## config.mk

```make
export PLATFORM = sky130hd
export DESIGN_NAME = wheel_tach
export DESIGN_NICKNAME = d
export VERILOG_FILES = /design/src/rtl/wheel_tach_pkg.sv /design/src/rtl/wheel_tach_channel.sv /design/src/rtl/wheel_tach.sv
export SDC_FILE = /design/constraint.sdc
export NUM_CORES = 1
export LEC_CHECK = 0
export ABC_AREA = 1
export CAP_MARGIN = 10
export CORE_MARGIN = 3
export CORE_UTILIZATION = 40
export CTS_BUF_LIST = sky130_fd_sc_hd__clkbuf_8
export CTS_CLUSTER_SIZE = 14
export DETAILED_ROUTE_END_ITERATION = 16
export SYNTH_ARGS = -nofsm -noshare
export SYNTH_HDL_FRONTEND = slang
export SYNTH_SLANG_ARGS = --single-unit
```

## constraint.sdc

```tcl
create_clock -name sysclk -period 3.9 [get_ports sysclk]
set_input_delay 0.39 -clock sysclk [delete_from_list [all_inputs] [get_ports sysclk]]
set_output_delay 0.39 -clock sysclk [all_outputs]
set_load 0.05 [all_outputs]
```

## src/rtl/wheel_tach_pkg.sv

```systemverilog
// Shared quadrature decode definitions for the wheel tachometer.
// quad_delta maps a {A,B} prev->cur pair to a step of -1/0/+1 or flags it illegal.
package wheel_tach_pkg;

    typedef struct packed {
        logic              ill;
        logic signed [1:0] delta;
    } quad_dec_t;

    localparam quad_dec_t QUAD_NONE = 3'b0_00;
    localparam quad_dec_t QUAD_FWD  = 3'b0_01;
    localparam quad_dec_t QUAD_REV  = 3'b0_11;
    localparam quad_dec_t QUAD_ILL  = 3'b1_00;

    // A leading B (00->10->11->01->00) counts up; the opposite rotation counts down.
    function automatic quad_dec_t quad_delta(input logic [1:0] prev, input logic [1:0] cur);
        quad_dec_t r;
        case ({prev, cur})
            4'b0010, 4'b1011, 4'b1101, 4'b0100: r = QUAD_FWD;
            4'b0001, 4'b0111, 4'b1110, 4'b1000: r = QUAD_REV;
            4'b0011, 4'b0110, 4'b1001, 4'b1100: r = QUAD_ILL;
            default:                            r = QUAD_NONE;
        endcase
        quad_delta = r;
    endfunction

endpackage

```

## src/rtl/wheel_tach_channel.sv

```systemverilog
// One encoder channel: pin synchronisers, priming, x4 decode, wrapping position,
// saturating window accumulator and sticky illegal-transition flag.
module quad_channel
    import wheel_tach_pkg::*;
#(
    parameter int POS_W  = 16,
    parameter int SPD_W  = 12,
    parameter bit NEGATE = 1'b0
) (
    input  logic                    clk_i,
    input  logic                    rst_i,
    input  logic                    a_i,
    input  logic                    b_i,
    input  logic                    clr_pos_i,
    input  logic                    err_clr_i,
    input  logic                    win_last_i,
    output logic signed [POS_W-1:0] pos_o,
    output logic signed [SPD_W-1:0] spd_o,
    output logic                    err_o
);

    localparam logic signed [SPD_W:0] SUM_MAX = {2'b00, {(SPD_W-1){1'b1}}};
    localparam logic signed [SPD_W:0] SUM_MIN = -SUM_MAX;

    function automatic logic signed [SPD_W-1:0] sat_add(input logic signed [SPD_W-1:0] acc,
                                                        input logic signed [1:0]       d);
        logic signed [SPD_W:0] s;
        s = {acc[SPD_W-1], acc} + {{(SPD_W-1){d[1]}}, d};
        if (s > SUM_MAX)      sat_add = SUM_MAX[SPD_W-1:0];
        else if (s < SUM_MIN) sat_add = SUM_MIN[SPD_W-1:0];
        else                  sat_add = s[SPD_W-1:0];
    endfunction

    logic [1:0]              sync1_q, sync2_q, cur_q, prev_q;
    logic [1:0]              prime_q;
    logic signed [POS_W-1:0] pos_q, pos_d;
    logic signed [SPD_W-1:0] acc_q, acc_d, spd_q, spd_d;
    logic                    err_q, err_d;
    quad_dec_t               dec;
    logic                    live;
    logic signed [1:0]       delta;
    logic                    ill;

    always_ff @(posedge clk_i) begin
        if (rst_i) begin
            sync1_q <= '0;
            sync2_q <= '0;
            cur_q   <= '0;
            prev_q  <= '0;
            prime_q <= '0;
            pos_q   <= '0;
            acc_q   <= '0;
            spd_q   <= '0;
            err_q   <= 1'b0;
        end else begin
            sync1_q <= {a_i, b_i};
            sync2_q <= sync1_q;
            cur_q   <= sync2_q;
            prev_q  <= cur_q;
            if (prime_q != 2'd3) prime_q <= prime_q + 2'd1;
            pos_q   <= pos_d;
            acc_q   <= acc_d;
            spd_q   <= spd_d;
            err_q   <= err_d;
        end
    end

    // Decode stays muted until the pipeline has refilled after reset.
    always_comb begin
        dec   = quad_delta(prev_q, cur_q);
        live  = (prime_q == 2'd3);
        ill   = live & dec.ill;
        delta = 2'sd0;
        if (live && !dec.ill) delta = NEGATE ? -dec.delta : dec.delta;

        pos_d = clr_pos_i ? '0 : pos_q + {{(POS_W-2){delta[1]}}, delta};

        acc_d = sat_add(acc_q, delta);
        spd_d = spd_q;
        if (win_last_i) begin
            spd_d = acc_d;
            acc_d = '0;
        end

        err_d = err_q;
        if (ill)            err_d = 1'b1;
        else if (err_clr_i) err_d = 1'b0;
    end

    assign pos_o = pos_q;
    assign spd_o = spd_q;
    assign err_o = err_q;

endmodule

```

## src/rtl/wheel_tach.sv

```systemverilog
// Left/right wheel quadrature tachometer: per-wheel position and windowed speed.
// The shared window counter lives here and strobes both channels on its last cycle.
module wheel_tach
    import wheel_tach_pkg::*;
#(
    parameter int WINDOW_CYCLES = 120000,
    parameter int POS_W         = 16,
    parameter int SPD_W         = 12,
    parameter int INVERT_R      = 1
) (
    input  logic                    sysclk,
    input  logic                    rst,
    input  logic                    ela,
    input  logic                    elb,
    input  logic                    era,
    input  logic                    erb,
    input  logic                    clr_pos,
    input  logic                    err_clr,
    output logic signed [POS_W-1:0] pos_l,
    output logic signed [POS_W-1:0] pos_r,
    output logic signed [SPD_W-1:0] spd_l,
    output logic signed [SPD_W-1:0] spd_r,
    output logic                    spd_valid,
    output logic                    err_l,
    output logic                    err_r
);

    localparam int CNT_W = (WINDOW_CYCLES > 1) ? $clog2(WINDOW_CYCLES) : 1;
    localparam logic [CNT_W-1:0] WIN_LAST = CNT_W'(WINDOW_CYCLES - 1);

    logic [CNT_W-1:0] win_q, win_d;
    logic             vld_q;
    logic             win_last;

    assign win_last = (win_q == WIN_LAST);
    assign win_d    = win_last ? '0 : win_q + CNT_W'(1);

    always_ff @(posedge sysclk) begin
        if (rst) begin
            win_q <= '0;
            vld_q <= 1'b0;
        end else begin
            win_q <= win_d;
            vld_q <= win_last;
        end
    end

    assign spd_valid = vld_q;

    quad_channel #(.POS_W(POS_W), .SPD_W(SPD_W), .NEGATE(1'b0)) u_left (
        .clk_i     (sysclk),
        .rst_i     (rst),
        .a_i       (ela),
        .b_i       (elb),
        .clr_pos_i (clr_pos),
        .err_clr_i (err_clr),
        .win_last_i(win_last),
        .pos_o     (pos_l),
        .spd_o     (spd_l),
        .err_o     (err_l)
    );

    // The right motor is mirror-mounted, so its sense can be flipped.
    quad_channel #(.POS_W(POS_W), .SPD_W(SPD_W), .NEGATE(INVERT_R != 0)) u_right (
        .clk_i     (sysclk),
        .rst_i     (rst),
        .a_i       (era),
        .b_i       (erb),
        .clr_pos_i (clr_pos),
        .err_clr_i (err_clr),
        .win_last_i(win_last),
        .pos_o     (pos_r),
        .spd_o     (spd_r),
        .err_o     (err_r)
    );

endmodule

```

==> results by group, run 1 <==
Run status
  • Outcome: finished, final reports clean

Synth
  • Netlist cell types: 46
  • Synth top area cells: dfxtp_1 36%, nand2_1 13%, ha_1 7.8%, inv_1 6.6%, nor2_1 5.8%
  • Primary FF master, synth: dfxtp_1
  • Sequential area share after synthesis: 0.362
  • Synthesis warning total: 0
  • Post-synth top cells: 239 x nand2_1, 122 x dfxtp_1, 118 x inv_1, 105 x nor2_1, 75 x a21oi_1
  • Most common cell in the netlist: nand2_1
  • Area leader, netlist: dfxtp_1
  • Top cell type's share of synthesized area: 0.362
  • Syn Nets: 1011
  • Number of flops mapped to enable cells by yosys: 0
  • Gate Count Post-Synth: 959
  • Fraction of registers with async set/reset: 0
  • Avg Cell Area, Syn: 7.04 um2
  • Yosys reg bits: 122
  • Syn Std Cell Area: 0.00675 mm2

Layout
  • Post-route insts no fill: 1261
  • Number of diodes: 0
  • Area grow syn2layout: 19.6%
  • Share of cells above drive strength 1: 0.0727
  • Post-layout util: 0.498
  • Final #Nets: 1084
  • Filler cells: 1611

STA
  • Worst-Margin Slew: 806 ps
  • Final count of pins violating max slew: 0
  • Final setup viols: 0
  • Final Hold Fails: 0
  • Worst hold margin: 405 ps
  • Period utilisation layout: 0.886
  • FMAX: 290 MHz
  • Final TNS setup: 0 ps
  • Clk_skew: 8.64 ps
  • Max_slew headroom: 0.462
  • Final min period: 3450 ps
  • RSZ-0062 raised after global routing: false

Floorplanning
  • Core area: 0.0162 mm2
  • Initial Utilization: 0.416
  • Row Count: 46
  • Num ports: 67
  • Chip Height: 136 um
  • Die width: 136 um
  • Total die area: 0.0185 mm2

Global route
  • Largest net degree at the start of global routing: 28
  • Total gr overflow: 0
  • Number of global-route vias before repair: 5484
  • Initial antenna violation count: 0
  • Gr usage total: 0.172
  • Global-route wire length before repair: 25600 um

Detailed routing
  • First-pass detailed-route iteration total: 5
  • Aggregate routed wire length: 15300 um
  • DRC: 0
  • Vias/cell: 4.82
  • Routed length per instance: 12.2 um
  • Antenna Violating Nets Remaining: 0
  • Vias after detailed routing: 6076
  • Initial DRC count: 264

Critical path
  • WP buf/inv: 4
  • CP top delay family: compound AO/OA/AOI/OAI gates
  • Slowest cell on crit path: ha_1
  • Worst Path Class, Setup: reg -> reg
  • Critical Path AT: 3780 ps
  • Crit path cell chain: ha_1 > inv_1 > nor2_1 > nand2_1 > clkinvlp_4 > buf_4 > ha_1 > a21oi_1 > o21ai_1 > a21oi_1 > o21ai_1 > nand4_1 > nand2_1 > xor2_1 > nand2_1 > inv_1 > o21ai_0 > o21ai_0
  • Worst path required time: 4220 ps
  • CP Capture Type: flip-flop
  • Slowest stage delay, CP: 360 ps
  • Flop2flop setup slack: 450 ps
  • Most used cell, CP: nand2_1
  • CP Launch Type: flip-flop
  • Critical path fanouts, max: 11

Clock tree
  • Clk_lat worst skew: 450 ps
  • CTS tree: built
  • CTS clk-pin slew, worst paths: 70 ps
  • H-tree Lvls: 4
  • TritonCTS Sinks: 122
  • CTS Buffer Depth: 2
  • CTS buffer count: 17
  • Hold buffer count at cts: 0
  • CTS Root Buffer Type: clkbuf_8

Worst hold path
  • HP Class: reg -> reg

Placed design
  • Post-DP HPWL: 11600 um
  • Routability cong.: 0.884
  • Placed instance count: 1227
  • Port bufs: 66

Power and ir drop
  • Int Power: 2140 uW
  • Seq pwr share: 0.447
  • Pwr dens: 366 mW/mm2
  • VDD IR max: 0.225 mV
  • Leak: 0.00368 uW
  • Combinational power share: 0.130
  • Net Sw Power: 820 uW
  • Sw frac: 0.277
  • Part of the power in the clock network: 0.423

Run
  • Max cap viols: 0
[area by class of cell]
type	count	area, um2	area share
multi-input cells	694	3730	0.461
flip-flops and latches	122	2440	0.302
repair buffers	76	736	0.0911
inverters	121	458	0.0567
well taps	216	270	0.0335
clock buffers	18	248	0.0307
clock inverters	14	196	0.0243
[per-layer routing]
layer,vias to the layer above,track usage,share of wire
li1,3276,-,-
met2,111,0.272,0.45
met3,17,0.0470,0.046
met5,-,0,0
met1,2672,0.230,0.49
met4,0,0.0493,0.014
[worst paths after layout]
path	start	endpoint	depth (start not counted)
worst max-delay path	u_left.prime_q[0]	u_left.spd_o[1]	18
worst min-delay path	u_left.sync1_q[0]	u_left.sync2_q[0]	2
worst max register to register	u_left.prime_q[0]	u_left.spd_o[1]	18
worst min register to register	u_left.sync1_q[0]	u_left.sync2_q[0]	2
[kinds of logic (layout without fill, tap and decap cells)]
group                    after synthesis  after routing  synth area share
XOR/XNOR                              28             28            0.0363
AO/OA/AOI/OAI                        182            182             0.157
adder cells (fa/ha/maj)               44             44            0.0837
buffers and inverters                143            229            0.0869
AND/OR/NAND/NOR                      440            440             0.275
flip-flops                           122            122             0.362
[tightest hold or removal path, stage by stage (launching register included)]
cell and delay, ps:
dfxtp_1 300, inv_1 40, nor2_1 30
[through the flow]
stage | worst slack (ps) | power [uW] | area, um2
6_report | 446 | 2960 | 8080
5_1_grt | 70.3 | 3110 | 8080
2_1_floorplan | 743 | 1650 | 6750
4_1_cts | 403 | 2990 | 8060
3_5_place_dp | 420 | 1730 | 7610
3_3_place_gp | 507 | 1730 | 7610
[cell usage in the layout (no fill, tap or decap), drive strengths merged, types with 6 or more instances in the layout]
| master | Yosys | routed |
|---|---|---|
| o21ai | 70 | 70 |
| clkdlybuf4s50 | 0 | 66 |
| a21oi | 77 | 77 |
| dfxtp | 122 | 122 |
| xor2 | 24 | 24 |
| a41oi | 9 | 9 |
| inv | 121 | 122 |
| buf | 13 | 10 |
| nor3 | 14 | 14 |
| nand3 | 50 | 50 |
| ha | 42 | 42 |
| clkinv | 0 | 6 |
| a31oi | 7 | 7 |
| nand2 | 247 | 247 |
| nor2 | 107 | 107 |
| nand4 | 8 | 8 |
| clkbuf | 9 | 18 |
[flip-flops by register name (all words and copies together) (netlist names), 3 cells and up]
name,flops
u_right.acc_q,12
win_q,17
u_left.pos_o,16
u_right.spd_o,12
u_right.pos_o,16
u_right.dec,3
u_left.dec,3
u_left.acc_q,12
u_left.spd_o,12
[power by group through the flow]
stage / Combinational [uW] / Sequential [uW] / Clock, uW
2_1_floorplan: 293 / 1350 / 0
3_3_place_gp: 382 / 1350 / 0
3_5_place_dp: 384 / 1350 / 0
4_1_cts: 386 / 1320 / 1290
5_1_grt: 441 / 1330 / 1340
6_report: 384 / 1320 / 1250
[what timing repair did]
action	CTS	global route
setup buffers	0	2
setup endpoints to repair	0	10
resized for setup	0	1
(Power assumes the default switching activity.)
==> run 2: changes to the inputs <==
- ABC_CLOCK_PERIOD_IN_PS: not set -> 3900
- CAP_MARGIN: 10 -> not set
==> results of run 2 <==
No change in the layout: final DEF, timing and power equal those of run 1.
==> run 3: changes to the inputs <==
- RECOVER_POWER: not set -> 25
==> run 3 against run 2 <==
Net effect:
- final cell count is the same
- die area unchanged
- via count grew 0.58%
- largest cell class unchanged
==> results by group, run 3 (synthesized netlist as in run 1, its figures left out) <==
Run status
  • Outcome: finished, final reports clean (unchanged)

Floorplanning
  • Chip Height: 136 um (unchanged)
  • Die width: 136 um (unchanged)
  • Num ports: 67 (unchanged)
  • Core area: 0.0162 mm2 (unchanged)
  • Initial Utilization: 0.416 (unchanged)
  • Row Count: 46 (unchanged)
  • Total die area: 0.0185 mm2 (unchanged)

STA
  • Max_slew headroom: 0.232 (was 0.462)
  • Worst-Margin Slew: 1150 ps (was 806 ps)
  • Final count of pins violating max slew: 0 (unchanged)
  • Final TNS setup: 0 ps (unchanged)
  • Setup WS post-layout: 425 ps (was 446 ps)
  • RSZ-0062 raised after global routing: false (unchanged)
  • Final Hold Fails: 0 (unchanged)
  • Period utilisation layout: 0.891 (was 0.886)
  • Final setup viols: 0 (unchanged)
  • Worst hold margin: 405 ps (about the same)
  • Final min period: 3470 ps (was 3450 ps)
  • FMAX: 288 MHz (was 290 MHz)
  • Clk_skew: 8.61 ps (was 8.64 ps)

Layout
  • Number of diodes: 0 (unchanged)
  • Filler cells: 1617 (was 1611)
  • Largest register FFs: 17 (unchanged)
  • Share of cells above drive strength 1: 0.0699 (was 0.0727)
  • Final #Nets: 1084 (unchanged)
  • Post-layout util: 0.497 (was 0.498)
  • Area grow syn2layout: 19.4% (was 19.6%)
  • Sequential cell area: 0.00244 mm2 (unchanged)
  • Most common cell after layout, fill and taps aside: nand2_1 (unchanged)
  • Area of the multi-input gates: 0.00373 mm2 (unchanged)
  • Most frequent cells in the layout: 239 x nand2_1, 122 x dfxtp_1, 118 x inv_1 (unchanged)
  • Biggest register: win_q (unchanged)

Global route
  • Gr usage total: 0.172 (unchanged)
  • Number of global-route vias before repair: 5484 (unchanged)
  • Total gr overflow: 0 (unchanged)
  • Global-route wire length before repair: 25600 um (unchanged)
  • Largest net degree at the start of global routing: 28 (unchanged)
  • Initial antenna violation count: 0 (unchanged)

Critical path
  • Critical path fanouts, max: 11 (unchanged)
  • Slowest cell on crit path: ha_1 (unchanged)
  • R2r worst-path depth: 18 (unchanged)
  • Worst Path Class, Setup: reg -> reg (unchanged)
  • Critical R2R Capture: u_left.spd_o[1] (unchanged)
  • Crit path cell chain: ha_1 > inv_1 > nor2_1 > nand2_1 > clkinvlp_4 > buf_4 > ha_1 > a21oi_1 > o21ai_1 > a21oi_1 > o21ai_1 > nand4_1 > nand2_1 > xor2_1 > nand2_1 > inv_1 > o21ai_0 > o21ai_0 (unchanged)
  • Slowest stage delay, CP: 360 ps (about the same)
  • Most used cell, CP: nand2_1 (unchanged)
  • Flop2flop setup slack: 430 ps (was 450 ps)
  • CP Capture Type: flip-flop (unchanged)
  • Worst setup startpoint: u_left.prime_q[0] (unchanged)
  • Critical Path AT: 3800 ps (was 3780 ps)
  • Worst R2R Start: u_left.prime_q[0] (unchanged)
  • CP Launch Type: flip-flop (unchanged)
  • Worst path required time: 4220 ps (about the same)

Clock tree
  • CTS tree: built (unchanged)
  • CTS Buffer Depth: 2 (unchanged)
  • H-tree Lvls: 4 (unchanged)
  • CTS Root Buffer Type: clkbuf_8 (unchanged)
  • CTS buffer count: 17 (unchanged)
  • Hold buffer count at cts: 0 (unchanged)
  • Clk_lat worst skew: 450 ps (about the same)
  • TritonCTS Sinks: 122 (unchanged)
  • CTS clk-pin slew, worst paths: 70 ps (about the same)

Placed design
  • Port bufs: 66 (unchanged)
  • Routability cong.: 0.884 (unchanged)
  • Post-DP HPWL: 11600 um (unchanged)
  • DP Worst Slack: 420 ps (unchanged)

Detailed routing
  • Antenna Violating Nets Remaining: 0 (unchanged)
  • Aggregate routed wire length: 15400 um (was 15300 um)
  • Initial DRC count: 265 (was 264)
  • First-pass detailed-route iteration total: 4 (was 5)
  • Vias after detailed routing: 6111 (was 6076)
  • Routed length per instance: 12.2 um (about the same)
  • Vias/cell: 4.85 (was 4.82)
  • DRC: 0 (unchanged)

Power and ir drop
  • Leak: 0.00373 uW (was 0.00368 uW)
  • Total power: 2960 uW (about the same)
  • VDD IR max: 0.225 mV (about the same)
  • Pwr dens: 366 mW/mm2 (about the same)

Worst hold path
  • HP Class: reg -> reg (unchanged)
  • Hold Path Sink: u_left.sync2_q[0] (unchanged)
  • Hold path cells: 2 (unchanged)
  • Hold path start: u_left.sync1_q[0] (unchanged)

Run
  • Max cap viols: 0 (unchanged)
-- run 3: where the power goes --
group	switching [uW]	leakage (uW)	internal [uW]
logic	256	0.00252	127
registers	28.3	0.000988	1290
clock network	536	0.000221	716
-- run 3: what timing repair did --
action	4_1_cts	5_1_grt
resized for setup	0	1
setup buffers	0	2
endpoints found under the setup margin	0	10
-- run 3: cell type report --
cell class,count,share of cell area
Inverter,121,0.0568
Timing Repair Buffer,76,0.0898
Tap cell,216,0.0335
Clock buffer,18,0.0307
Clock inverter,14,0.0244
Sequential cell,122,0.303
Multi-Input combinational cell,694,0.462
-- run 3: worst max-delay path, delay by kind of cell, from the launching register on --
| kind | cells | cell delay (ps) |
|---|---|---|
| AOI/OAI and AO/OA | 6 | 1060 |
| xor gates and xnor gates | 1 | 160 |
| adders and majority gates | 2 | 570 |
| buffers and inverters | 4 | 570 |
| DFF | 1 | 330 |
| and+or+nand+nor | 5 | 650 |
-- run 3: worst max path at each step --
stage,slack [ps],end,cells after the start
after floorplan,740,u_left.spd_o[3],18
after global placement,510,u_left.spd_o[1],17
after detailed placement,420,u_left.spd_o[1],17
after CTS,400,u_left.spd_o[1],17
after global routing,70,u_left.spd_o[1],18
final,430,u_left.spd_o[1],18
-- run 3: through the flow --
step / instances / cell area, um2
5_1_grt: 1261 / 8070
3_5_place_dp: 1227 / 7610
6_report: 1261 / 8070
4_1_cts: 1259 / 8060
3_3_place_gp: 1227 / 7610
2_1_floorplan: 959 / 6750
-- run 3: layer usage --
metal / track usage / wire, um / part of all wire
met1: 0.230 / 7580 / 0.49
met2: 0.272 / 6890 / 0.45
met3: 0.0470 / 717 / 0.047
met4: 0.0493 / 208 / 0.014
met5: 0 / 0 / 0
